<file path="src/rtl/noc_pkg.sv">
// Shared types and XY routing for the mesh router.
// Output direction encodings equal the port indices they select.
package noc_pkg;

    localparam int PORT_N    = 0;
    localparam int PORT_S    = 1;
    localparam int PORT_E    = 2;
    localparam int PORT_W    = 3;
    localparam int PORT_L    = 4;
    localparam int NUM_PORTS = 5;

    // Coordinates are zero-extended to this width before comparison.
    localparam int MAX_ADDR_W = 8;

    typedef enum logic [2:0] {
        DIR_N = 3'(PORT_N),
        DIR_S = 3'(PORT_S),
        DIR_E = 3'(PORT_E),
        DIR_W = 3'(PORT_W),
        DIR_L = 3'(PORT_L)
    } dir_e;

    // Dimension-ordered routing: resolve X first, then Y, else eject locally.
    function automatic dir_e xy_route(
        input logic [MAX_ADDR_W-1:0] dest_x,
        input logic [MAX_ADDR_W-1:0] dest_y,
        input logic [MAX_ADDR_W-1:0] my_x,
        input logic [MAX_ADDR_W-1:0] my_y
    );
        dir_e dir;
        if (dest_x > my_x)      dir = DIR_E;
        else if (dest_x < my_x) dir = DIR_W;
        else if (dest_y > my_y) dir = DIR_N;
        else if (dest_y < my_y) dir = DIR_S;
        else                    dir = DIR_L;
        return dir;
    endfunction

endpackage

</file>
<file path="src/rtl/router_fifo.sv">
// Power-of-two circular input buffer with a combinational head output.
// A push into a full FIFO is accepted only when a pop frees a slot in the same cycle.
module router_fifo #(
    parameter int DATA_W = 16,
    parameter int DEPTH  = 4
) (
    input  logic              clk,
    input  logic              rst,
    input  logic              push,
    input  logic              pop,
    input  logic [DATA_W-1:0] wdata,
    output logic              full,
    output logic              empty,
    output logic [DATA_W-1:0] head
);

    localparam int AW = (DEPTH > 1) ? $clog2(DEPTH) : 1;
    localparam int CW = AW + 1;
    localparam logic [CW-1:0] DEPTH_C = CW'(DEPTH);

    logic [DATA_W-1:0] mem_q [DEPTH];
    logic [AW-1:0]     wr_ptr_q, wr_ptr_d;
    logic [AW-1:0]     rd_ptr_q, rd_ptr_d;
    logic [CW-1:0]     count_q, count_d;
    logic              wr_en, rd_en;

    assign full  = (count_q == DEPTH_C);
    assign empty = (count_q == '0);
    assign head  = mem_q[rd_ptr_q];

    always_comb begin
        rd_en    = pop && !empty;
        wr_en    = push && (!full || rd_en);
        wr_ptr_d = wr_ptr_q + AW'(wr_en);
        rd_ptr_d = rd_ptr_q + AW'(rd_en);
        count_d  = count_q + CW'(wr_en) - CW'(rd_en);
    end

    // NOTE: state flops use non-blocking assignments so every flop samples pre-edge values.
    always_ff @(posedge clk or negedge rst) begin
        if (!rst) begin
            wr_ptr_q <= '0;
            rd_ptr_q <= '0;
            count_q  <= '0;
        end else begin
            wr_ptr_q <= wr_ptr_d;
            rd_ptr_q <= rd_ptr_d;
            count_q  <= count_d;
        end
    end

    // NOTE: storage is deliberately not reset; the reset pointers and count already mark it empty.
    always_ff @(posedge clk) begin
        if (wr_en) begin
            mem_q[wr_ptr_q] <= wdata;
        end
    end

endmodule

</file>
<file path="src/rtl/router_param.sv">
// Five-port single-flit mesh router: input FIFOs, XY routing, per-output
// round-robin arbitration with credit flow control, and registered outputs.
module router_param
    import noc_pkg::*;
#(
    parameter int DATA_W     = 16,
    parameter int ADDR_W     = 3,
    parameter int FIFO_DEPTH = 4,
    parameter int CREDIT_MAX = FIFO_DEPTH
) (
    input  logic                          clk,
    input  logic                          rst,
    input  logic [ADDR_W-1:0]             my_x_i,
    input  logic [ADDR_W-1:0]             my_y_i,
    input  logic [NUM_PORTS*DATA_W-1:0]   data_i,
    input  logic [NUM_PORTS-1:0]          valid_i,
    output logic [NUM_PORTS-1:0]          credit_o,
    output logic [NUM_PORTS*DATA_W-1:0]   data_o,
    output logic [NUM_PORTS-1:0]          valid_o,
    input  logic [NUM_PORTS-1:0]          credit_i,
    output logic [NUM_PORTS-1:0]          overflow_o
);

    localparam int CNT_W = $clog2(CREDIT_MAX + 1);
    localparam logic [CNT_W-1:0] CREDIT_INIT = CNT_W'(CREDIT_MAX);

    logic [NUM_PORTS-1:0]           fifo_full, fifo_empty, fifo_pop;
    logic [NUM_PORTS*DATA_W-1:0]    fifo_head;
    dir_e                           route [NUM_PORTS];
    // Bit o*NUM_PORTS+i set when output o grants input i.
    logic [NUM_PORTS*NUM_PORTS-1:0] grant_flat;
    logic [NUM_PORTS-1:0]           credit_o_q, credit_o_d;
    logic [NUM_PORTS-1:0]           overflow_q, overflow_d;

    for (genvar p = 0; p < NUM_PORTS; p++) begin : g_in
        router_fifo #(
            .DATA_W (DATA_W),
            .DEPTH  (FIFO_DEPTH)
        ) u_fifo (
            .clk   (clk),
            .rst   (rst),
            .push  (valid_i[p]),
            .pop   (fifo_pop[p]),
            .wdata (data_i[p*DATA_W +: DATA_W]),
            .full  (fifo_full[p]),
            .empty (fifo_empty[p]),
            .head  (fifo_head[p*DATA_W +: DATA_W])
        );
    end

    always_comb begin
        for (int p = 0; p < NUM_PORTS; p++) begin
            route[p] = xy_route(
                MAX_ADDR_W'(fifo_head[p*DATA_W + DATA_W - 1 -: ADDR_W]),
                MAX_ADDR_W'(fifo_head[p*DATA_W + DATA_W - 1 - ADDR_W -: ADDR_W]),
                MAX_ADDR_W'(my_x_i),
                MAX_ADDR_W'(my_y_i)
            );
        end
    end

    for (genvar o = 0; o < NUM_PORTS; o++) begin : g_out
        logic [NUM_PORTS-1:0] req, gnt;
        logic [2:0]           ptr_q, ptr_d, win;
        logic [3:0]           idx;
        logic                 found, eligible;
        logic [CNT_W-1:0]     cnt_q, cnt_d;
        logic [DATA_W-1:0]    data_q, data_d;
        logic                 valid_q, valid_d;

        // NOTE: every variable gets a default at the top of the block, so no path infers a latch.
        always_comb begin
            req      = '0;
            found    = 1'b0;
            win      = '0;
            idx      = '0;
            eligible = (cnt_q != '0) || credit_i[o];

            for (int i = 0; i < NUM_PORTS; i++) begin
                req[i] = !fifo_empty[i] && (route[i] == dir_e'(3'(o)));
            end

            for (int k = 0; k < NUM_PORTS; k++) begin
                idx = {1'b0, ptr_q} + 4'(k);
                if (idx >= 4'(NUM_PORTS)) idx = idx - 4'(NUM_PORTS);
                if (eligible && !found && req[idx[2:0]]) begin
                    found = 1'b1;
                    win   = idx[2:0];
                end
            end

            gnt     = found ? (NUM_PORTS'(1) << win) : '0;
            valid_d = found;

            ptr_d = ptr_q;
            if (found) ptr_d = (win == 3'(NUM_PORTS - 1)) ? 3'd0 : win + 3'd1;

            data_d = data_q;
            for (int i = 0; i < NUM_PORTS; i++) begin
                if (gnt[i]) data_d = fifo_head[i*DATA_W +: DATA_W];
            end

            // A send and a returning credit in the same cycle cancel out.
            cnt_d = cnt_q;
            if (found && !credit_i[o]) begin
                cnt_d = cnt_q - CNT_W'(1);
            end else if (!found && credit_i[o] && (cnt_q != CREDIT_INIT)) begin
                cnt_d = cnt_q + CNT_W'(1);
            end
        end

        always_ff @(posedge clk or negedge rst) begin
            if (!rst) begin
                ptr_q   <= '0;
                cnt_q   <= CREDIT_INIT;
                data_q  <= '0;
                valid_q <= 1'b0;
            end else begin
                ptr_q   <= ptr_d;
                cnt_q   <= cnt_d;
                data_q  <= data_d;
                valid_q <= valid_d;
            end
        end

        assign data_o[o*DATA_W +: DATA_W]          = data_q;
        assign valid_o[o]                          = valid_q;
        assign grant_flat[o*NUM_PORTS +: NUM_PORTS] = gnt;
    end

    always_comb begin
        fifo_pop = '0;
        for (int o = 0; o < NUM_PORTS; o++) begin
            for (int i = 0; i < NUM_PORTS; i++) begin
                fifo_pop[i] = fifo_pop[i] | grant_flat[o*NUM_PORTS + i];
            end
        end
        credit_o_d = fifo_pop;
        overflow_d = overflow_q | (valid_i & fifo_full & ~fifo_pop);
    end

    always_ff @(posedge clk or negedge rst) begin
        if (!rst) begin
            credit_o_q <= '0;
            overflow_q <= '0;
        end else begin
            credit_o_q <= credit_o_d;
            overflow_q <= overflow_d;
        end
    end

    assign credit_o   = credit_o_q;
    assign overflow_o = overflow_q;

endmodule

</file>
<file path="config.mk">
export PLATFORM = sky130hd
export DESIGN_NAME = router_param
export DESIGN_NICKNAME = d
export VERILOG_FILES = /design/src/rtl/noc_pkg.sv /design/src/rtl/router_fifo.sv /design/src/rtl/router_param.sv
export SDC_FILE = /design/constraint.sdc
export NUM_CORES = 1
export LEC_CHECK = 0
export BUFFER_PORTS_ARGS = -buffer_cell sky130_fd_sc_hd__buf_2
export CORE_UTILIZATION = 50
export DETAILED_ROUTE_END_ITERATION = 8
export PLACE_DENSITY = 0.68
export SETUP_SLACK_MARGIN = 0.05
export SLEW_MARGIN = 20
export SYNTH_ARGS = -nofsm -noshare
export SYNTH_HDL_FRONTEND = slang
export SYNTH_SLANG_ARGS = --single-unit
</file>
<file path="constraint.sdc">
create_clock -name clk -period 9.7 [get_ports clk]
set_input_delay 1.455 -clock clk [delete_from_list [all_inputs] [get_ports clk]]
set_output_delay 1.455 -clock clk [all_outputs]
set_load 0.03 [all_outputs]
</file>
**Yosys cells after proc, flatten, opt, wreduce, memory -nomap -nowiden**

Memory sizes are Yosys's and may differ from the RTL's.
Cells that the tools add are included.

- Output and inout port bits: 95
- Memories: 5
- Flip-flop bits (word level): 160
- Word-level logic and storage cells: 626
- Bits in writable memories: 320
- Input bits: 98

- Add/subtract/negate cells: 80
- Multiplexer cells: 200
- Reductions and logical operators: 170
- Shifts and indexed selects: 5
- Order comparisons: 70
- Equality and inequality tests: 35
- Bitwise gates (word level): 24

Memory list:

| name | words | width | rd ports | clocked after Yosys merged registers in | wr ports | RTL line | source |
|---|---|---|---|---|---|---|---|
| g_in[0].u_fifo.mem_q | 4 | 16 | 1 | 0 | 1 | router_fifo.sv:21 | `logic [DATA_W-1:0] mem_q [DEPTH];` |
| g_in[1].u_fifo.mem_q | 4 | 16 | 1 | 0 | 1 | router_fifo.sv:21 |  |
| g_in[2].u_fifo.mem_q | 4 | 16 | 1 | 0 | 1 | router_fifo.sv:21 |  |
| g_in[3].u_fifo.mem_q | 4 | 16 | 1 | 0 | 1 | router_fifo.sv:21 |  |
| g_in[4].u_fifo.mem_q | 4 | 16 | 1 | 0 | 1 | router_fifo.sv:21 |  |

Operator list:

| cell | number |
|---|---|
| 16-bit 2-to-1 mux | 25 |
| 3-bit 2-to-1 mux | 85 |
| 3-bit by 4-bit < comparator with 1-bit output, second input constant | 25 |
| 1-bit logical AND | 95 |
| 4-bit by 3-bit greater-or-equal comparator with 1-bit output, second input constant | 20 |
| 1-bit binary-select mux with 3-bit select | 25 |
| 3-bit subtractor, second input constant | 25 |
| 1-bit 2-to-1 mux | 60 |
| 3-bit equality test, second input constant | 15 |
| 3-bit by 2-bit adder with 4-bit output, second input constant | 10 |
| 1-bit logical NOT | 40 |
| 3-bit by 1-bit adder with 3-bit output, second input constant | 10 |
| 3-bit by 2-bit equality test with 1-bit output, second input constant | 10 |
| 3-bit greater-than comparator | 10 |
| 3-bit logical NOT | 10 |
| 3-bit < comparator | 10 |
| 5-bit 2-to-1 mux | 5 |
| 5-bit nonzero test | 5 |
| 1-bit by 3-bit << shifter with 5-bit output, first input constant | 5 |
| 2-bit by 1-bit adder with 2-bit output | 10 |
| 3-bit by 1-bit adder with 4-bit output, second input constant | 5 |
| 3-bit by 3-bit adder with 4-bit output, second input constant | 5 |
| 1-bit OR | 20 |
| 3-bit by 1-bit adder with 3-bit output | 5 |
| 11 further kinds | 49 |

**Longest topological paths before layout**

An unclocked memory read counts as a cell.

- Depth after elaboration: 39
- Depth in mapped cells: 30
- Depth with buffers taken out: 28

**Cells and area by module**

Synthesis repeated with hierarchy kept, for this count alone.

- Cells, all modules: 2447
- Area total of the unflattened synthesis: 29015.3 µm²

Modules (own cells, without submodules):

| module | cells an instance | area each (µm²) | instances | seq. area each (µm²) |
|---|---|---|---|---|
| router_param | 1872 | 15351.0 | 1 | 3134.3 |
| router_fifo (g_in[0].u_fifo ...) | 115 | 2733.9 | 4 | 2097.0 |
| router_fifo (g_in[2].u_fifo) | 115 | 2728.9 | 1 | 2097.0 |

**Worst setup path before layout**

No wires, ideal clock.

- Path type: register to register
- Start point: register g_in[1].u_fifo.rd_ptr_q[0]
- End point: memory g_in[2].u_fifo.mem_q[0][0], enable pin
- Path buffers: 2
- Arrival: 7.053 ns
- Cell stages (with the launch flop): 20
- Required time: 9.264 ns
- Slack: 2.211 ns
- Period minus slack after synthesis: 7.489 ns
- Library setup time: 0.436 ns
- Cell sequence: dfrtp_1 > clkbuf_1 > clkbuf_1 > mux4_2 > ha_1 > and3_1 > o311a_1 > a22oi_1 > a2111oi_0 > a32oi_1 > o21ai_1 > a21oi_1 > a221oi_1 > o211ai_1 > o21ai_0 > ha_1 > nor3b_1 > a2111oi_0 > nand4_1 > nor4b_1

- Cells in the longest elaborated chain, start to end: 39
- Elaborated cells on any way between the ends: 203
- Classes of those cells: order compare (4); eq/ne (4); shift (5); mux (111); bitwise (4); reduce/logical (74); memory (1)

Ends and longest elaborated chain:

| what | RTL line | source |
|---|---|---|
| start: declaration | router_fifo.sv:23 | `logic [AW-1:0] rd_ptr_q, rd_ptr_d;` |
| start signal: assignment | router_fifo.sv:47 | `rd_ptr_q <= rd_ptr_d;` |
| memory 4 x 16 bit * | - |  |
| 3-bit < comparator | noc_pkg.sv:34 | `else if (dest_y < my_y) dir = DIR_S;` |
| 3-bit 2-to-1 mux | noc_pkg.sv:34 |  |
| 3-bit 2-to-1 mux | noc_pkg.sv:33 | `else if (dest_y > my_y) dir = DIR_N;` |
| 3-bit 2-to-1 mux | noc_pkg.sv:32 | `else if (dest_x < my_x) dir = DIR_W;` |
| 3-bit 2-to-1 mux * | noc_pkg.sv:31 | `if (dest_x > my_x) dir = DIR_E;` |
| 3-bit by 1-bit equality test with 1-bit output / 3-bit logical NOT (equally long branches) | router_param.sv:80 | `req[i] = !fifo_empty[i] && (route[i] == dir_e'(3'(o)));` |
| 1-bit logical AND | router_param.sv:80 |  |
| (+21 left out) | - |  |
| 5-bit 2-to-1 mux | router_param.sv:92 | `gnt = found ? (NUM_PORTS'(1) << win) : '0;` |
| 1-bit OR (3 in a row) | router_param.sv:135 | `fifo_pop[i] = fifo_pop[i] \| grant_flat[o*NUM_PORTS + i];` |
| 1-bit OR * | router_param.sv:135 |  |
| 1-bit logical AND * | router_fifo.sv:32 | `rd_en = pop && !empty;` |
| 1-bit logical OR * | router_fifo.sv:33 | `wr_en = push && (!full \|\| rd_en);` |
| 1-bit logical AND * | router_fifo.sv:33 |  |
| 1-bit 2-to-1 mux * | router_fifo.sv:54 | `if (wr_en) begin` |
| 1-bit 2-to-1 mux (implied by the code) * | router_fifo.sv:55 | `mem_q[wr_ptr_q] <= wdata;` |
| end: declaration | router_fifo.sv:21 |  |

Every way passes the cells marked *; elsewhere a longest branch is shown, timed or not. The select of a mux whose other input is x is not followed.

**Worst setup path after layout**

- Start point: register g_in[3].u_fifo.rd_ptr_q[1]
- End point: register g_in[1].u_fifo.count_q[2]

- Cells in the longest elaborated chain, start to end: 39
- Elaborated cells on any way between the ends: 203
- Classes of those cells: add/sub (2); order compare (4); eq/ne (4); shift (5); mux (109); bitwise (4); reduce/logical (74); memory (1)

Ends and longest elaborated chain:

| what | RTL line | source |
|---|---|---|
| start: declaration | router_fifo.sv:23 |  |
| start signal: assignment | router_fifo.sv:47 |  |
| memory 4 x 16 bit * | - |  |
| 3-bit < comparator | noc_pkg.sv:34 |  |
| 3-bit 2-to-1 mux | noc_pkg.sv:34 |  |
| 3-bit 2-to-1 mux | noc_pkg.sv:33 |  |
| 3-bit 2-to-1 mux | noc_pkg.sv:32 |  |
| 3-bit 2-to-1 mux * | noc_pkg.sv:31 |  |
| 3-bit by 1-bit equality test with 1-bit output / 3-bit logical NOT (equally long branches) | router_param.sv:80 |  |
| 1-bit logical AND | router_param.sv:80 |  |
| (+22 left out) | - |  |
| 1-bit OR (3 in a row) | router_param.sv:135 |  |
| 1-bit OR * | router_param.sv:135 |  |
| 1-bit logical AND * | router_fifo.sv:32 |  |
| 1-bit logical OR | router_fifo.sv:33 |  |
| 1-bit logical AND | router_fifo.sv:33 |  |
| 3-bit by 1-bit adder with 3-bit output | router_fifo.sv:36 | `count_d = count_q + CW'(wr_en) - CW'(rd_en);` |
| 3-bit by 1-bit subtractor with 3-bit output * | router_fifo.sv:36 |  |
| via g_in[1].u_fifo.count_d[2] | router_fifo.sv:24 | `logic [CW-1:0] count_q, count_d;` |
| end signal: assignment | router_fifo.sv:48 | `count_q <= count_d;` |
| end: declaration | router_fifo.sv:24 |  |

Mark *: on every way through the listed nets, which the timed path passes. The rest lies on a longest branch. The select of a mux whose other input is x is not followed.
A chain may end at the register's enable or synchronous reset.

==> results.py <==
metrics = {
    "status": {
        "status": "finished, final reports clean",
    },
    "floorplan": {
        "boundaryPins": 193,
        "coreArea_sq_um": 55200,
        "die-width_um": 239,
        "rows": 86,
        "die_h_um": 239,
        "dieArea_sq_um": 57000,
        "start_util_pct": 50.8,
    },
    "logic_synthesis": {
        "avgSynthCellArea_sq_um": 11.5,
        "synthCells": 2439,
        "synth.area.top_cells": "edfxtp_1, dfrtp_1, mux4_2",
        "synth_top_flop_cell": "edfxtp_1",
        "post-synth-top-area-cell": "edfxtp_1",
        "ys_ff_latch": 480,
        "netlist.area_leader.share_pct": 34.3,
        "synth_cell_types": 110,
        "synth-edff-count": 320,
        "ys_seq_area_share_pct": 48.6,
        "syn_nets": 2662,
        "syn_area_sq_um": 28000,
        "synth-async-reset-ratio_pct": 33.3,
        "yosys_warnings": 0,
    },
    "layout": {
        "fin_util_pct": 57.1,
        "num_antenna_cells": 0,
        "syn_to_final_growth_pct": 12.5,
        "drive_above_1_share_pct": 19.8,
        "fin_area_sq_um": 31500,
        "final_nets": 2823,
        "multiInputGateArea_sq_um": 13400,
        "seqCellArea_sq_um": 13600,
        "nFillCells": 4571,
    },
    "global_routing": {
        "antenna_found_initial": 0,
        "grt_max_degree": 67,
        "grt_pass1_vias": 21600,
        "grt_pass1_wl_um": 134000,
        "grt_usage_pct": 31.5,
        "overflow": 0,
    },
    "flow_run": {
        "maxCapViolations": 0,
    },
    "route": {
        "antenna_left": 0,
        "dr.first_iter.drc_count": 2645,
        "drcViolationCount": 0,
        "wl_per_cell_um": 26.6,
        "routed_wl_um": 90000,
        "drt-vias-per-instance": 6.53,
        "drt_pre_antenna_iters": 6,
        "num_vias": 22100,
    },
    "clocking": {
        "cts.repair.resized": 0,
        "cts_buffer_depth": 3,
        "cts_max_level": 2,
        "post_cts_buffers": 0,
        "root_buffer": "clkbuf_16",
        "clk-insertion-delay-late_ns": 0.63,
        "hold_buffers": 0,
        "cts_buffers": 52,
        "tritoncts": "built",
        "clock_sinks": 480,
        "cts.reportedPaths.clkPinSlew_ns": 0.07,
    },
    "worst_setup_path": {
        "path_class": "register to register",
        "arrival_ns": 8.48,
        "critPathCaptureType": "register",
        "cp.required_ns": 10.19,
        "path_max_fanout": 19,
        "worstSetupStartpointType": "register",
    },
    "sta": {
        "rsz0062_at_grt": "false",
        "drv_slew": 0,
        "min_period_ns": 7.99,
        "clock.fmax_mhz": 125,
        "finalSetupViolCount": 0,
        "slew_headroom_pct": 19.2,
        "finalCritPeriodShare_pct": 82.4,
        "finClkSkew_ns": 0.0347,
        "hold_violations": 0,
        "worst_pin_slew_ns": 1.21,
        "fin_hold_ws_ns": 0.467,
        "setup-tns-final_ns": 0,
    },
    "min_path": {
        "hp-class": "register to register",
    },
    "place": {
        "dpl.hpwl_um": 66600,
        "port_buffers": 192,
        "gp_congestion": 0.951,
        "dpl_cell_area_sq_um": 29800,
    },
}
==> path summary, 6_finish.rpt <==
check | slack, ns | endpoint | from | depth (start not counted)
min reg2reg | 0.47 | overflow_o[1] | overflow_o[1] | 1
min in group asynchronous | 0.75 | overflow_o[3] | rst | 1
max in group asynchronous | 6.84 | g_out[0].cnt_q[0] | rst | 3
max reg2reg | 1.71 | g_in[1].u_fifo.count_q[2] | g_in[3].u_fifo.rd_ptr_q[1] | 24
min | 0.47 | overflow_o[1] | overflow_o[1] | 1
max | 1.71 | g_in[1].u_fifo.count_q[2] | g_in[3].u_fifo.rd_ptr_q[1] | 24
==> per-stage QoR <==
stage | setup WS (ns) | instances
6_report | 1.71 | 3389
5_1_grt | 1.27 | 3389
4_1_cts | 1.53 | 3388
3_5_place_dp | 1.60 | 3293
3_3_place_gp | 1.85 | 3293
2_1_floorplan | 2.21 | 2439
==> sequential cells by signal, summed over array words and instances, names as in the netlist, 10 cells and up <==
name and cells:
g_in.u_fifo.mem_q 320, g_out.ptr_q 15, g_in.u_fifo.rd_ptr_q 10, g_in.u_fifo.wr_ptr_q 10
g_in.u_fifo.count_q 15, g_out.cnt_q 15, g_out.data_q 80
==> per-layer routing <==
metal	part of all wire (%)	track usage, %	vias up
met1	40	41.8	11000
li1	-	-	9782
met5	0	0	-
met4	5.2	14.9	0
met2	46	49.5	1116
met3	8.6	6.36	281
==> synthesized netlist by cell type, types with 19 or more instances <==
cell type / number
o31ai_1: 50
nand2b_1: 24
mux2_2: 30
nor2b_1: 28
inv_1: 128
nor4_1: 28
clkbuf_1: 73
a21oi_1: 79
or3_1: 19
a211oi_1: 55
and2_1: 20
nand3_1: 36
dfrtp_1: 155
ha_1: 110
mux4_2: 79
nor3_1: 59
a31oi_1: 24
nand2_1: 183
o22ai_1: 34
o21ai_0: 57
o211ai_1: 21
edfxtp_1: 320
a221oi_1: 25
mux2i_1: 47
buf_2: 36
and3_1: 19
a21o_1: 36
xnor2_1: 29
nor2_1: 191
==> worst max-delay path, stage by stage (launching register included) <==
cell and delay, ns:
dfrtp_1 0.95, mux2_2 0.41, o21ai_0 0.15, buf_4 0.20, inv_1 0.09, ha_1 0.28
nor2b_1 0.17, o311ai_0 0.86, nor2_1 0.19, mux4_2 0.50, mux2i_1 0.27, nor3_1 0.11
a22oi_1 0.20, o21ai_0 0.10, a21oi_1 0.38, inv_1 0.12, ha_1 0.23, and3_1 0.49
a2111o_1 0.53, o31ai_2 0.54, inv_1 0.16, ha_1 0.24, fa_1 0.38, xor2_1 0.16
xnor2_1 0.12
==> logic make-up (layout without fill, tap and decap cells) <==
family / after synthesis / after routing / share of synthesized area (%)
compound gates: 654 / 654 / 18.0
mux: 156 / 156 / 9.23
xor+xnor: 43 / 43 / 1.34
flops: 480 / 480 / 48.6
buf+inv: 268 / 470 / 4.00
fa+ha+maj: 125 / 125 / 5.98
simple gates: 713 / 713 / 12.9
==> cell usage in the layout (no fill, tap or decap), types with 19 or more instances in the layout <==
cell         n
nor4_1      28
a21o_1      36
clkbuf_16   52
nor3_1      55
nor2b_1     28
ha_1       110
o31ai_1     49
a211oi_1    55
o22ai_1     33
xnor2_1     29
dfrtp_1    154
and3_1      19
nand2_1    183
a21oi_1     79
mux4_2      79
inv_1      128
nand3_1     36
edfxtp_1   320
mux2_2      30
or3_1       19
mux2i_1     47
nor2_1     187
nand2b_1    24
a221oi_1    25
buf_4       47
o21ai_0     57
and2_1      20
a31oi_1     24
o211ai_1    21
buf_2      191
==> layout make-up <==
class	instances	area share, %
Multi-Input combinational cell	1691	42.4
Inverter	135	1.61
Clock inverter	37	1.34
Sequential cell	480	43.2
Tap cell	748	2.97
Timing Repair Buffer	240	4.20
Clock buffer	58	4.26
Power is not shown: default switching activity piles up to over one toggle a cycle in this logic, so the estimate is an artifact.
